===== src/rtl/sw_frqw_pkg.sv =====
// Shared types and constants for the switch debouncer / DDS tuning-word block.
package sw_frqw_pkg;

    localparam int FRQ_W = 6;

    typedef enum logic [1:0] {
        IDLE   = 2'd0,
        SETTLE = 2'd1,
        COMMIT = 2'd2
    } state_e;

    // A 1-cycle qualification window still needs a 1-bit counter.
    function automatic int cnt_width(input int n);
        return (n > 1) ? $clog2(n) : 1;
    endfunction

endpackage


===== src/rtl/sync_2ff.sv =====
// Two-flop synchronizer for an asynchronous bus; async active-low reset.
module sync_2ff #(
    parameter int W = 8
) (
    input  logic         clk,
    input  logic         rst_n,
    input  logic [W-1:0] d_i,
    output logic [W-1:0] q_o
);

    logic [W-1:0] meta_q;
    logic [W-1:0] sync_q;

    always_ff @(posedge clk or negedge rst_n) begin
        if (!rst_n) begin
            meta_q <= '0;
            sync_q <= '0;
        end else begin
            meta_q <= d_i;
            sync_q <= meta_q;
        end
    end

    assign q_o = sync_q;

endmodule


===== src/rtl/sw_frqw_debounce.sv =====
// Switch debouncer producing a stable switch word and a 6-bit DDS tuning word.
// Optional macro FRQW_ZERO_CLAMP_EN forces frq_w to 1 when the low six bits are zero.
module sw_frqw_debounce
    import sw_frqw_pkg::*;
#(
    parameter int DEBOUNCE_CNT = 100000,
    parameter int SW_W         = 8
) (
    input  logic             clk,
    input  logic             rst_n,
    input  logic [SW_W-1:0]  sw_in,
    output logic [SW_W-1:0]  sw_stable,
    output logic [FRQ_W-1:0] frq_w,
    output logic             upd,
    output logic             busy
);

    localparam int               CNT_W    = cnt_width(DEBOUNCE_CNT);
    localparam logic [CNT_W-1:0] CNT_LAST = CNT_W'(DEBOUNCE_CNT - 1);

    logic [SW_W-1:0]  sw_sync;
    logic [SW_W-1:0]  cand_q, cand_d;
    logic [SW_W-1:0]  stable_q, stable_d;
    logic [CNT_W-1:0] cnt_q, cnt_d;
    state_e           state_q, state_d;

    sync_2ff #(.W(SW_W)) u_sync (
        .clk   (clk),
        .rst_n (rst_n),
        .d_i   (sw_in),
        .q_o   (sw_sync)
    );

    always_ff @(posedge clk or negedge rst_n) begin
        if (!rst_n) begin
            state_q  <= IDLE;
            cand_q   <= '0;
            cnt_q    <= '0;
            stable_q <= '0;
        end else begin
            state_q  <= state_d;
            cand_q   <= cand_d;
            cnt_q    <= cnt_d;
            stable_q <= stable_d;
        end
    end

    // The stable word is loaded on the edge that enters COMMIT, so it changes
    // in exactly the cycle upd (state == COMMIT) is high.
    always_comb begin
        state_d  = state_q;
        cand_d   = cand_q;
        cnt_d    = cnt_q;
        stable_d = stable_q;
        case (state_q)
            IDLE: begin
                if (sw_sync != stable_q) begin
                    cand_d  = sw_sync;
                    cnt_d   = '0;
                    state_d = SETTLE;
                end
            end
            SETTLE: begin
                if (sw_sync == cand_q) begin
                    if (cnt_q == CNT_LAST) begin
                        stable_d = cand_q;
                        state_d  = COMMIT;
                    end else begin
                        cnt_d = cnt_q + 1'b1;
                    end
                end else if (sw_sync == stable_q) begin
                    cnt_d   = '0;
                    state_d = IDLE;
                end else begin
                    cand_d = sw_sync;
                    cnt_d  = '0;
                end
            end
            COMMIT:  state_d = IDLE;
            default: state_d = IDLE;
        endcase
    end

    assign sw_stable = stable_q;
    assign upd       = (state_q == COMMIT);
    assign busy      = (state_q != IDLE);

`ifdef FRQW_ZERO_CLAMP_EN
    // A zero tuning word would stall the DDS phase accumulator.
    assign frq_w = (stable_q[FRQ_W-1:0] == '0) ? FRQ_W'(1) : stable_q[FRQ_W-1:0];
`else
    assign frq_w = stable_q[FRQ_W-1:0];
`endif

endmodule


===== config.mk =====
export PLATFORM = sky130hd
export DESIGN_NAME = sw_frqw_debounce
export DESIGN_NICKNAME = d
export VERILOG_FILES = /design/src/rtl/sw_frqw_pkg.sv /design/src/rtl/sync_2ff.sv /design/src/rtl/sw_frqw_debounce.sv
export SDC_FILE = /design/constraint.sdc
export NUM_CORES = 1
export LEC_CHECK = 0
export BUFFER_PORTS_ARGS = -buffer_cell sky130_fd_sc_hd__buf_2
export CAP_MARGIN = 20
export CORE_MARGIN = 2
export CORE_UTILIZATION = 29
export DETAILED_ROUTE_END_ITERATION = 10
export MAX_ROUTING_LAYER = met4
export PLACE_DENSITY = 0.44
export SLEW_MARGIN = 20
export SYNTH_ARGS = -nofsm -noshare
export SYNTH_HDL_FRONTEND = slang
export SYNTH_SLANG_ARGS = --single-unit

===== constraint.sdc =====
create_clock -name clk -period 2.9 [get_ports clk]
set_clock_uncertainty 0.05 [all_clocks]
set_input_delay 0.435 -clock clk [delete_from_list [all_inputs] [get_ports clk]]
set_output_delay 0.435 -clock clk [all_outputs]
set_load 0.1 [all_outputs]

Word-level counts from Yosys, hierarchy flattened
Cells that the tools add are included.
- flip-flop bits (word level): 51
- word-level logic and storage cells: 39
- bits of input ports: 10
- equality and inequality tests: 12
- reduce and logical (&&, ||, !) cells: 7
- add/sub/neg operators: 1
- muxes and demuxes: 13
- operator list (kind ; count):
    $mux 17 ; 3
    $pmux 17 s2 ; 1
    $mux 8 ; 3
    $add 17x1->17 const B ; 1
    $eq 17x17->1 const B ; 1
    $eq 8x8->1 ; 2
    $pmux 8 s2 ; 1
    $ne 3x3->1 const B ; 3
    $reduce_and 3->1 ; 3
    $mux 2 ; 4
    $ne 8x8->1 ; 1
    $ne 2x2->1 const B ; 3
    $pmux 2 s2 ; 1
    $reduce_and 4->1 ; 1
    $reduce_bool 2->1 ; 2
    $eq 2x1->1 const B ; 1
    $eq 2x2->1 const B ; 1
    $logic_not 2->1 ; 1

Longest topological paths before layout
- depth in word-level cells: 4
- depth in mapped cells: 7
- mapped depth without buffers: 6

Hierarchy
A second synthesis with hierarchy kept.
- cell total of the unflattened synthesis: 204
- area total of the unflattened synthesis: 2341.0 µm²
- modules (own cells, without submodules) (module ; seq. area each (µm²) ; area each (µm²) ; cells an instance ; times used):
    sw_frqw_debounce ; 875.8 ; 1940.6 ; 188 ; 1
    sync_2ff ; 400.4 ; 400.4 ; 16 ; 1

Worst setup path after synthesis
OpenSTA, ideal clock, no wires.
- path kind: flip-flop to flip-flop
- start: reg stable_q[4], in the netlist sw_stable[4]
- end: reg cnt_q[11]
- setup slack: 479 ps
- period minus slack after synthesis: 2421 ps
- setup time: 83 ps
- arrival: 2288 ps
- cell stages (with the launch flop): 7
- path through: dfrtp_1 -> xnor2_1 -> nand4_1 -> o31ai_1 -> buf_2 -> a21oi_1 -> o21ai_0
- longest elaborated chain between the ends: 3
- RTL lines (what ; line ; text):
    start: declaration ; sw_frqw_debounce.sv:23 ; logic [SW_W-1:0] stable_q, stable_d;
    start signal: assignment ; sw_frqw_debounce.sv:44 ; stable_q <= stable_d;
    $ne 8x8->1 ; sw_frqw_debounce.sv:57 ; if (sw_sync != stable_q) begin
    $ne 2x2->1 (no source line) ; -- ;
    $reduce_and 3->1 (no source line) ; -- ;
    end signal: assignment ; sw_frqw_debounce.sv:43 ; cnt_q <= cnt_d;
    end: declaration ; sw_frqw_debounce.sv:24 ; logic [CNT_W-1:0] cnt_q, cnt_d;
Every way passes these cells.
A chain may end at the register's enable or synchronous reset.

Worst setup path after layout
- start: reg cnt_q[0]
- end: reg stable_q[7], in the netlist sw_stable[7]
- longest elaborated chain between the ends: 2
- RTL lines (what ; line ; text):
    $eq 17x17->1 ; sw_frqw_debounce.sv:65 ; if (cnt_q == CNT_LAST) begin
    $reduce_and 3->1 (no source line) ; -- ;
Every way passes these cells.

==> impl_metrics.json <==
{
  "status": "completed",
  "grt-ovfl-total": 0,
  "path_delay_family": "simple AND/OR/NAND/NOR gates",
  "vias": 1650,
  "netlist_area_sq_mm": 0.00246,
  "cts_tree": "built",
  "place_hpwl_um": 3520,
  "p_leak_nw": 1.24,
  "routed_wl_um": 4850,
  "drc": 0,
  "antenna_left": 0,
  "drv_cap": 0,
  "crit_slowest_cell": "nor4b_4",
  "arrival_ns": 2.51,
  "crit_type": "reg2reg",
  "start_util_pct": 29.9,
  "wire_per_inst_um": 14.1,
  "drive_gt1_share_pct": 28.9,
  "syn_to_final_growth_pct": 12.5,
  "ys_warn_count": 0,
  "place_ws_ns": 0.506,
  "rsz0062_at_grt": "no",
  "ir_worst_vdd_mv": 0.229,
  "finalWorstSetupSlack_ns": 0.542,
  "num_rows": 33,
  "fp.dieW_um": 96.1,
  "path_buf_inv": 1,
  "fin_crit_sh_pct": 81.3,
  "core_sq_mm": 0.00822,
  "h-tree-depth": 2,
  "clkTransAtPathRegs_ns": 0.10,
  "grt_pass1_vias": 1673,
  "max_freq_ghz": 0.424,
  "finalSetupTns_ns": 0,
  "post_cts_resized": 0,
  "via_per_inst": 4.80,
  "critPathMaxFanout": 8,
  "hold_class": "in2async",
  "synth.top_cells.by_count": "51 x dfrtp_1, 16 x nand2_1, 16 x xnor2_1, 15 x mux2_2, 13 x o21ai_0",
  "seqPwrFrac_pct": 60.2,
  "netlist_instances": 213,
  "internal_power_mw": 0.930,
  "p_sw_share_pct": 24.5,
  "hold_viol": 0,
  "place_congestion": 0.785,
  "crit_chain": "ha_1 -> and4_1 -> nand4_4 -> nor4b_4 -> buf_4 -> mux2_2",
  "post_cts_buffers": 0,
  "seq_area_frac_synth_pct": 51.9,
  "die-area_sq_mm": 0.00923,
  "insertion_delay_ns": 0.31,
  "nNetsFinal": 249,
  "clkSinkCount": 51,
  "synthArstFlopShare_pct": 100,
  "power_switching_mw": 0.302,
  "slew_viol_final": 0,
  "fin_area_sq_mm": 0.00277,
  "critPathCaptureType": "flip-flop",
  "syn_avg_cell_area_sq_um": 11.5,
  "rrSetupSlack_ns": 0.54,
  "power_density_mw_per_mm2": 445,
  "cts_buffer_depth": 2,
  "antenna_cells": 0,
  "track_usage_pct": 12.2,
  "critPathRequiredTime_ns": 3.05,
  "synth_edf_count": 0,
  "synth_top_area_share_pct": 51.9,
  "syn-num-nets": 224,
  "cts_root_buf": "clkbuf_8",
  "grt_max_degree": 38,
  "synth_seq_cells": 51,
  "synth.area.top_cells": "dfrtp_1 52%, mux2_2 6.9%, xnor2_1 5.7%",
  "ios": 26,
  "portBuffers": 25,
  "grt_pass1_wl_um": 8300,
  "synth-main-ff-cell": "dfrtp_1",
  "synth_most_common_cell": "dfrtp_1",
  "power_frac_comb_pct": 5.0,
  "relSlewSlack_pct": 43.9,
  "synth_top_area_cell": "dfrtp_1",
  "dpl_cell_area_sq_mm": 0.00267,
  "ys_types": 44,
  "power_frac_clock_pct": 34.9,
  "cts_buffers": 5,
  "antenna_found_initial": 0,
  "slowest_delay_ns": 0.48,
  "drt_iter0_markers": 17,
  "holdBufCountCts": 0,
  "utilization_pct": 33.7,
  "finalSetupViolCount": 0,
  "first_pass_iters": 4,
  "die_y_um": 96.1,
  "startpoint_type": "flip-flop",
  "post-route-min-period_ns": 2.36,
  "tightest_slew_ns": 0.842
}
## state kept, by name, indices dropped and copies added, names as in the netlist
name / cells
cnt_q: 17
cand_q: 8
sw_stable: 8
u_sync.meta_q: 8
u_sync.q_o: 8
state_q: 2
## path summary, 6_finish.rpt
| path | endpoint | cells after the start | start |
|---|---|---|---|
| max reg2reg | sw_stable[7] | 6 | cnt_q[0] |
| max in group asynchronous | u_sync.q_o[0] | 2 | rst_n |
| min | cnt_q[8] | 1 | rst_n |
| max | sw_stable[7] | 6 | cnt_q[0] |
| min in group clk | u_sync.meta_q[0] | 1 | sw_in[0] |
| min reg2reg | u_sync.q_o[5] | 0 | u_sync.meta_q[5] |
## logic make-up after synthesis
kind of cell | Yosys count | share of synthesized area (%)
flops | 51 | 51.9
mux | 17 | 7.89
compound gates | 36 | 9.93
fa+ha+maj | 1 | 0.509
simple gates | 73 | 19.8
buf+inv | 19 | 4.28
xor+xnor | 16 | 5.70
## area by class of cell
class	count	area, sq um
fill	850	5450
clock inverter	3	23.8
timing repair buffer	30	163
multi-input combinational	143	1080
sequential	51	1280
inverter	7	26.3
tap	105	131
clock buffer	5	68.8
## power groups by stage
stage,clock network [mW],logic [mW],registers [mW]
2_1_floorplan,0,0.0351,0.753
3_3_place_gp,0,0.0637,0.755
3_5_place_dp,0,0.0642,0.756
4_1_cts,0.452,0.0643,0.742
5_1_grt,0.479,0.0693,0.744
6_report,0.430,0.0612,0.741
## worst register-to-register path: cells and delay by family, from the launching register on
kind	cells	cell delay (ns)
buffers and inverters	1	0.26
and+or+nand+nor	3	1.00
adders and majority gates	1	0.22
DFF	1	0.39
muxes	1	0.34
## metrics by stage
| step | hold slack [ns] | std cells | total power, mW |
|---|---|---|---|
| 2_1_floorplan | 0.0894 | 213 | 0.788 |
| 3_3_place_gp | 0.281 | 336 | 0.819 |
| 3_5_place_dp | 0.285 | 336 | 0.820 |
| 4_1_cts | 0.164 | 344 | 1.26 |
| 5_1_grt | 0.154 | 344 | 1.29 |
| 6_report | 0.164 | 344 | 1.23 |
## cells in the final DEF (no fill, tap or decap), drive strengths merged, types with 5 or more instances in the layout
cell,n
nand3,11
xnor2,16
and4,5
a22o,5
a21oi,5
dfrtp,51
nor2,9
buf,30
inv,8
mux2,16
o21ai,16
nand4,7
clkbuf,5
nand2,16
## per-layer routing
| layer | global-route usage [%] | vias up | wire [um] |
|---|---|---|---|
| li1 | - | 810 | - |
| met1 | 14.9 | 812 | 2280 |
| met2 | 20.4 | 24 | 2380 |
| met3 | 2.58 | 4 | 136 |
| met4 | 3.57 | 0 | 51 |
| met5 | - | - | 0 |
(Power assumes the default switching activity.)
